<file path="src/rtl/gpi_bank_pkg.sv">
// gpi_bank_pkg: register map offsets, port request type and read mux shared by the input bank
//   NUM_OFF       number of one-hot offsets per port
//   OFF_*         first offset of each register group
//   port_req_t    one I2C slave channel's access request
//   reg_map_t     all readable bytes indexed by offset
package gpi_bank_pkg;

    localparam int NUM_OFF   = 16;
    localparam int OFF_STAT0 = 0;
    localparam int OFF_CHG0  = 4;
    localparam int OFF_MASK0 = 8;
    localparam int OFF_SUM   = 12;

    typedef struct packed {
        logic        cs;
        logic        rd;
        logic [15:0] sel;
        logic [7:0]  din;
    } port_req_t;

    typedef logic [NUM_OFF-1:0][7:0] reg_map_t;

    function automatic logic wr_hit(port_req_t p, int k);
        return p.cs & ~p.rd & p.sel[k];
    endfunction

    // AND-OR mux; a one-hot select returns exactly one byte
    function automatic logic [7:0] rd_mux(logic [15:0] sel, reg_map_t regs);
        logic [7:0] r;
        r = '0;
        for (int k = 0; k < NUM_OFF; k++)
            r |= sel[k] ? regs[k] : 8'h00;
        return r;
    endfunction

endpackage

</file>
<file path="src/rtl/gpi_debounce.sv">
// gpi_debounce: synchronizer, tick-sampled debounce counter and debounced level for one board input
//   clk_i   system clock
//   rst_i   synchronous active-high reset
//   di_i    asynchronous input
//   tick_i  one-cycle sample strobe
//   stat_o  debounced level
//   set_o   one-cycle pulse on the edge where stat_o toggles
module gpi_debounce #(
    parameter int unsigned DEB_CNT = 3,
    parameter logic        GPI_DFT = 1'b0
) (
    input  logic clk_i,
    input  logic rst_i,
    input  logic di_i,
    input  logic tick_i,
    output logic stat_o,
    output logic set_o
);

    localparam logic [2:0] LAST = 3'(DEB_CNT - 1);

    logic [1:0] sync_q;
    logic [2:0] cnt_q, cnt_d;
    logic       stat_q, differs;

    assign differs = sync_q[1] ^ stat_q;
    // the tick that would bring the count to DEB_CNT flips the level directly
    assign set_o   = tick_i & differs & (cnt_q == LAST);
    assign stat_o  = stat_q;

    always_comb cnt_d = !tick_i ? cnt_q : (!differs || set_o) ? 3'd0 : cnt_q + 3'd1;

    always_ff @(posedge clk_i) begin
        if (rst_i) begin
            sync_q <= {2{GPI_DFT}};
            cnt_q  <= '0;
            stat_q <= GPI_DFT;
        end else begin
            sync_q <= {sync_q[0], di_i};
            cnt_q  <= cnt_d;
            stat_q <= stat_q ^ set_o;
        end
    end

endmodule

</file>
<file path="src/rtl/gpi_bank.sv">
// gpi_bank: 32-input debounced status bank with sticky change bits, interrupt mask and dual-port register access
//   SYSCLK, RESET                 clock and synchronous active-high reset
//   PORT_CSx, OFFSET_SELx, RD_WRx channel x select, one-hot offset, 1=read 0=write
//   DINx / DOUTx                  channel x write data / registered read data
//   DI                            asynchronous board inputs
//   INT_N                         registered active-low interrupt
module gpi_bank
    import gpi_bank_pkg::*;
#(
    parameter logic [31:0] GPI_DFT  = 32'h0,
    parameter logic [15:0] TICK_DIV = 16'd1000,
    parameter int unsigned DEB_CNT  = 3
) (
    input  logic        SYSCLK,
    input  logic        RESET,
    input  logic        PORT_CS1,
    input  logic        PORT_CS2,
    input  logic [15:0] OFFSET_SEL1,
    input  logic [15:0] OFFSET_SEL2,
    input  logic        RD_WR1,
    input  logic        RD_WR2,
    input  logic [7:0]  DIN1,
    input  logic [7:0]  DIN2,
    output logic [7:0]  DOUT1,
    output logic [7:0]  DOUT2,
    input  logic [31:0] DI,
    output logic        INT_N
);

    port_req_t   p1, p2;
    logic [15:0] presc_q, presc_d;
    logic        tick;
    logic [31:0] stat, set;
    logic [31:0] chg_q, chg_d, mask_q, mask_d, clr;
    logic [3:0]  sum;
    reg_map_t    regs;
    logic [7:0]  dout1_q, dout2_q;
    logic        int_n_q;

    assign p1 = '{cs: PORT_CS1, rd: RD_WR1, sel: OFFSET_SEL1, din: DIN1};
    assign p2 = '{cs: PORT_CS2, rd: RD_WR2, sel: OFFSET_SEL2, din: DIN2};

    assign tick    = presc_q == TICK_DIV - 16'd1;
    assign presc_d = tick ? '0 : presc_q + 16'd1;

    for (genvar g = 0; g < 32; g++) begin : g_deb
        gpi_debounce #(.DEB_CNT(DEB_CNT), .GPI_DFT(GPI_DFT[g])) u_deb (
            .clk_i  (SYSCLK),
            .rst_i  (RESET),
            .di_i   (DI[g]),
            .tick_i (tick),
            .stat_o (stat[g]),
            .set_o  (set[g])
        );
    end

    always_comb begin
        clr    = '0;
        mask_d = mask_q;
        sum    = '0;
        for (int n = 0; n < 4; n++) begin
            clr[8*n +: 8] = (wr_hit(p1, OFF_CHG0 + n) ? p1.din : 8'h00) |
                            (wr_hit(p2, OFF_CHG0 + n) ? p2.din : 8'h00);
            // port 1 is applied last so it wins a same-byte collision
            if (wr_hit(p2, OFF_MASK0 + n)) mask_d[8*n +: 8] = p2.din;
            if (wr_hit(p1, OFF_MASK0 + n)) mask_d[8*n +: 8] = p1.din;
            sum[n] = |(chg_q[8*n +: 8] & mask_q[8*n +: 8]);
        end
        // a new event outranks a simultaneous clear
        chg_d = (chg_q & ~clr) | set;
        regs  = {24'h0, {4'h0, sum}, mask_q, chg_q, stat};
    end

    always_ff @(posedge SYSCLK) begin
        if (RESET) begin
            presc_q <= '0;
            chg_q   <= '0;
            mask_q  <= '0;
            dout1_q <= '0;
            dout2_q <= '0;
            int_n_q <= 1'b1;
        end else begin
            presc_q <= presc_d;
            chg_q   <= chg_d;
            mask_q  <= mask_d;
            dout1_q <= (p1.cs & p1.rd) ? rd_mux(p1.sel, regs) : dout1_q;
            dout2_q <= (p2.cs & p2.rd) ? rd_mux(p2.sel, regs) : dout2_q;
            int_n_q <= ~|(chg_q & mask_q);
        end
    end

    assign DOUT1 = dout1_q;
    assign DOUT2 = dout2_q;
    assign INT_N = int_n_q;

endmodule

</file>
<file path="config.mk">
export PLATFORM = sky130hd
export DESIGN_NAME = gpi_bank
export DESIGN_NICKNAME = d
export VERILOG_FILES = /design/src/rtl/gpi_bank_pkg.sv /design/src/rtl/gpi_debounce.sv /design/src/rtl/gpi_bank.sv
export SDC_FILE = /design/constraint.sdc
export NUM_CORES = 1
export LEC_CHECK = 0
export BUFFER_PORTS_ARGS = -buffer_cell sky130_fd_sc_hd__clkbuf_2
export CORE_AREA = 2 2 163 165
export CTS_BUF_LIST = sky130_fd_sc_hd__clkbuf_8
export DETAILED_ROUTE_END_ITERATION = 12
export DIE_AREA = 0 0 165 167
export PLACE_DENSITY_LB_ADDON = 0.1
export SYNTH_ARGS = -nofsm -noshare
export SYNTH_HDL_FRONTEND = slang
export SYNTH_SLANG_ARGS = --single-unit
</file>
<file path="constraint.sdc">
create_clock -name SYSCLK -period 2.55 [get_ports SYSCLK]
set_input_delay 0.1275 -clock SYSCLK [delete_from_list [all_inputs] [get_ports SYSCLK]]
set_output_delay 0.1275 -clock SYSCLK [all_outputs]
set_load 0.01 [all_outputs]
</file>
---- After elaboration in Yosys (flattened, before gate mapping) ----
Cells that the tools add are included.
word-level totals
  register bits ........................... 289
  latch bits .............................. 0
  memory bits (writable) .................. 0
  ROM bits ................................ 0
  bits of input ports ..................... 86
  output and inout bits ................... 17
  memories ................................ 0
operators by class
  $add $sub $neg .......................... 33
  multipliers ............................. 0
  divide/modulo/power cells ............... 0
  $lt $le $gt $ge ......................... 0
  eq/ne operators ......................... 33
  shift-type cells ........................ 0
  mux-type cells .......................... 74
  bitwise operators ....................... 186
  reductions and logical operators ........ 75
operator list
  kind                                                                      count
  8-bit 2-to-1 mux                                                          40
  8-bit bitwise OR                                                          26
  3-bit by 1-bit adder with 3-bit output (second input constant)            32
  3-bit by 2-bit equality test with 1-bit output (second input constant)    32
  3-bit 2-to-1 mux                                                          32
  1-bit AND                                                                 84
  32-bit AND                                                                2
  1-bit XOR                                                                 64
  1-bit zero test                                                           33
  8-bit AND                                                                 4
  1-bit logical OR                                                          32
  32-bit NOT                                                                1
  32-bit bitwise OR                                                         1
  32-bit OR reduction                                                       1
  8-bit OR reduction                                                        4
  16-bit by 1-bit adder with 16-bit output (second input constant)          1
  16-bit by 10-bit equality test with 1-bit output (second input constant)  1
  8-bit by 4-bit bitwise OR with 8-bit output                               2
  4-bit 2-to-1 mux                                                          2
  2-bit nonzero test                                                        4
  1-bit NOT                                                                 2
  2-bit OR reduction                                                        1

---- Longest topological paths before layout ----
  depth after elaboration ................. 13
  mapped depth ............................ 9
  depth with buffers taken out ............ 6

---- Hierarchy ----
A second synthesis with hierarchy kept.
unflattened totals
  cells, all modules ...................... 1490
  area total of the unflattened synthesis .. 13675.6 um^2
modules (own cells, without submodules)
  module        times used  cells an instance  area an instance (um^2)  sequential area each (um^2)
  gpi_debounce  32          26                 265.3                    120.1
  gpi_bank      1           658                5187.5                   1941.9

---- Worst setup path after synthesis ----
Ideal clock, no wire load.
  path type ............................... register to register
  start ................................... register presc_q[0]
  end ..................................... register g_deb[23].u_deb.cnt_q[1]
  arrival ................................. 1928 ps
  slack ................................... 552 ps
  cell stages (with the launch flop) ...... 8
  clock period less this slack ............ 1998 ps
  cells stage by stage .................... dfxtp_1 ha_1 and4bb_2 nand4_2 buf_6 clkbuf_2 or4_1 a21oi_1
between the ends
  cells in the longest elaborated chain, start to end .. 5
ends and longest elaborated chain
  what                                                RTL line            RTL
  start, declared                                     gpi_bank.sv:31      logic [15:0] presc_q, presc_d;
  start signal, assigned                              gpi_bank.sv:83      presc_q <= presc_d;
  16-bit by 10-bit equality test with 1-bit output *  gpi_bank.sv:43      assign tick = presc_q == TICK_DIV - 16'd1;
  1-bit AND (2 in series)                             gpi_debounce.sv:28  assign set_o = tick_i & differs & (cnt_q == LAST);
  1-bit logical OR                                    gpi_debounce.sv:31  always_comb cnt_d = !tick_i ? cnt_q : (!differs || set_o) ? 3'd0 : cnt_q + 3'd1;
  3-bit 2-to-1 mux                                    gpi_debounce.sv:31
  end signal, assigned                                gpi_debounce.sv:40  cnt_q <= cnt_d;
  end, declared                                       gpi_debounce.sv:23  logic [2:0] cnt_q, cnt_d;
Every way passes the cells marked *; elsewhere a longest branch is shown, timed or not.
A chain may end at the register's enable or synchronous reset.

---- Worst setup path in the final report ----
Same ends and word-level chain as after synthesis.

==> qor.csv <==
stage,metric,value,unit
power_and_ir_drop,Leak,5.833,nW
cells_and_area,Antenna diodes,0,
sta,setup violators final,0,
worst_setup_path,Buf/Inv on CP,1,
power_and_ir_drop,VDD IR-drop max,401.9,uV
synthesis,synth top area cells,"dfxtp_1, ha_1, a22oi_1",
worst_setup_path,CP peak stage delay,0.53,ns
worst_setup_path,Crit Path Max Fanout,40,
power_and_ir_drop,Int Pwr,7.223,mW
drt,via density per instance,6.150,
synthesis,Cell variety after synth,46,
worst_setup_path,Worst R2R End,g_deb[23].u_deb.cnt_q[1],
drt,Routed WL,43420,um
status,status,"finished, final reports clean",
synthesis,syn_area_per_cell,8.490,um2
die,row count,59,
worst_setup_path,Critical Path RT,3.05,ns
min_path,hold worst-path end,mask_q[1],
power_and_ir_drop,switching share of power,25.31,%
synthesis,Syn. warnings,0,
sta,"Hold Vio Cnt, Final",0,
synthesis,"Async S/R FF share, synth",0,%
power_and_ir_drop,Reg power frac,48.8,%
synthesis,Post-Syn Area,13910,um2
clocking,Root Buffer,clkbuf_8,
global_routing,GRT overflow,0,
synthesis,sequential area share after synthesis,41.58,%
synthesis,Post-Synthesis Cells,1639,
worst_setup_path,worst-case reg-to-reg path depth,6,
worst_setup_path,critical path type,flop to flop,
clocking,# Post-CTS Setup Buffers,0,
sta,worst-margin pin slew,0.5934,ns
min_path,Hold Startpoint,DIN1[1],
die,Initial Utilization,54.01,%
synthesis,syn_nets,1790,
power_and_ir_drop,cell area power density,607.0,nW/um2
clocking,clk_lat worst skew,0.59,ns
power_and_ir_drop,power share of the clock group,44.0,%
worst_setup_path,r2r setup slk,0.30,ns
worst_setup_path,CP max-delay cell,or4_1,
drt,Routed Antenna Nets,0,
drt,DRT Pass-1 Iters,9,
die,Die W,165,um
placed_design,number of port buffers,96,
die,IO Pins,103,
die,Core Region,25760,um2
clocking,CTS Buf Count,50,
sta,PnR worst setup slack,0.3042,ns
worst_setup_path,CP top delay family,simple AND/OR/NAND/NOR gates,
cells_and_area,ratio of cells with drive above 1 in the final layout,11.57,%
worst_setup_path,cell chain of the critical path,ha_1 > and4bb_2 > nand4_4 > buf_4 > or4_1 > a21oi_1,
die,Die Footprint,27560,um2
worst_setup_path,crit end category,flop,
clocking,H-tree depth,2,
sta,hold slack,0.04132,ns
synthesis,"EDFF count, synth",0,
placed_design,hpwl dp,29840,um
worst_setup_path,CP Launch Type,flop,
global_routing,GRT Total Usage,31.26,%
global_routing,initial antenna violation count,0,
min_path,hold path cells,3,
drt,DR iter-0 viols,1545,
synthesis,dominant synthesized flop cell,dfxtp_1,
sta,Slew HR,60.44,%
synthesis,share of the synthesized area in the top cell type,41.58,%
sta,fin crit share,88.07,%
clocking,TritonCTS Sinks,289,
worst_setup_path,Critical Path AT,2.74,ns
sta,minimum clock period,2.246,ns
cells_and_area,Layout area overhead,14.49,%
drt,Wirelength per Cell,20.78,um
global_routing,first-pass GRT wire length,67500,um
clocking,clk slew on worst S/H paths,0.07,ns
sta,fmax,445.3,MHz
clocking,CTS Buffer Depth,3,
global_routing,largest net degree at the start of global routing,89,
clocking,CTS tree,yes,
drt,remaining routing DRC violations,0,
sta,setup tns final,0,ns
sta,Final Max Slew Viols,0,
worst_setup_path,Crit Reg-Reg Startpoint,presc_q[0],
die,Die Span Y,167,um
sta,Max Clock Skew,0.02775,ns
cells_and_area,fin area,15930,um2
placed_design,area post-placement,14500,um2
placed_design,pre-CTS setup slack,0.3244,ns
synthesis,Yosys top cell by area,dfxtp_1,
placed_design,gpl congestion,1.045,
global_routing,vias in the first global route,12370,
synthesis,synthesized flop and latch total,289,
power_and_ir_drop,Net Sw Power,2.448,mW
sta,RSZ-0062 raised after global routing,false,
drt,total number of vias,12850,
cells_and_area,Nets,1871,
min_path,HP Class,primary input to flop,
power_and_ir_drop,combinational power share,7.2,%
job,max cap viols,0,
cells_and_area,Final Util,61.84,%
==> cell type report <==
class,instances,area [um2]
Clock inverter,23,132.6
Timing Repair Buffer,153,1072
Sequential cell,289,5786
Fill cell,2283,9832
Multi-Input combinational cell,1185,7487
Inverter,41,153.9
Clock buffer,64,880.8
Tap cell,335,419.2
==> state kept, by name, summed over array words and instances, names as in the netlist <==
register            count
g_deb.u_deb.cnt_q      96
g_deb.u_deb.stat_o     32
presc_q                16
mask_q                 32
chg_q                  32
g_deb.u_deb.sync_q     64
DOUT2                   8
DOUT1                   8
INT_N                   1
==> kinds of logic (layout without fill, tap and decap cells) <==
family	after synthesis	after routing	share of synthesized area (%)
and+or+nand+nor	628	628	23.77
AOI/OAI and AO/OA	433	433	20.38
DFF	289	289	41.58
buffers and inverters	165	281	4.712
adders and majority gates	65	65	5.845
xor gates and xnor gates	59	59	3.714
==> layer usage <==
metal	up-vias	global-route usage [%]	wire (um)
li1	6103	-	-
met1	5998	41.87	18530
met2	592	46.63	18290
met3	160	7.671	4250
met4	0	15.84	2352
met5	-	0	0
==> tightest hold or removal path: cells and delay by family <==
| kind | cells | cell delay [ns] |
|---|---|---|
| buf+inv | 1 | 0.23 |
| simple gates | 1 | 0.16 |
| compound gates | 1 | 0.06 |
==> worst max-delay path by stage <==
stage | cells past startpoint | to | slack [ns] | from
after CTS | 6 | g_deb[23].u_deb.cnt_q[1] | 0.30 | presc_q[0]
after global routing | 6 | g_deb[7].u_deb.cnt_q[0] | 0.14 | presc_q[0]
after detailed placement | 6 | g_deb[23].u_deb.cnt_q[1] | 0.32 | presc_q[0]
after floorplan | 7 | g_deb[23].u_deb.cnt_q[1] | 0.55 | presc_q[0]
after global placement | 6 | g_deb[1].u_deb.cnt_q[1] | 0.39 | presc_q[0]
final | 6 | g_deb[23].u_deb.cnt_q[1] | 0.30 | presc_q[0]
==> layout by cell type (no fill, tap or decap), types with 3 or more instances in the layout <==
cell and n:
a221oi_1 8, dfxtp_1 289, nand3b_1 3, a211oi_1 8, o31ai_1 9, a21oi_1 151, nand2_1 147, clkbuf_2 95
nor4_1 3, buf_4 11, nand4_1 34, a311oi_1 32, buf_12 4, clkinv_2 3, inv_1 57, and3_1 12
nor3b_1 4, a222oi_1 16, xor2_1 20, or4_1 51, and3b_1 8, a21o_1 6, a22o_1 8, clkbuf_8 65
dlygate4sd3_1 42, nand3_1 94, nor2b_1 88, or3_1 18, xnor2_1 39, ha_1 65, nor2_1 121, a31oi_1 8
o21ai_0 66, nand4b_1 10, nor4b_1 6, a22oi_1 105, a21bo_2 14, nand2b_1 17
==> cells in the mapped netlist (all sizes together) (9+ instances only) <==
library cell and instances:
dfxtp 289, a21oi 151, nand2 147, nor2 121, clkbuf 109, a22oi 105, nand3 94, nor2b 89
o21ai 66, ha 65, or4 51, inv 41, xnor2 39, nand4 35, a311oi 32, xor2 20
or3 18, nand2b 17, a222oi 16, buf 15, a21bo 14, and3 12, nand4b 10, o31ai 9
==> per-stage QoR <==
step | instances | power, mW
floorplan | 1639 | 5.162
global placement | 1961 | 5.424
detailed placement | 1961 | 5.425
CTS | 2090 | 9.699
global route | 2090 | 10.02
finish | 2090 | 9.671
==> repair_timing <==
| item | CTS | global route |
|---|---|---|
| hold endpoints to repair | 54 | 0 |
| hold buffers | 42 | 0 |
| gates resized for setup | 0 | 0 |
==> power groups by stage <==
stage                     combinational, mW  sequential [mW]  clock, mW
after global routing                  0.734             4.72       4.57
after CTS                             0.670             4.71       4.32
after detailed placement              0.617             4.81          0
after floorplan                       0.382             4.78          0
final                                 0.695             4.72       4.26
after global placement                0.615             4.81          0
No activity file was read; power rests on OpenSTA's default activity.
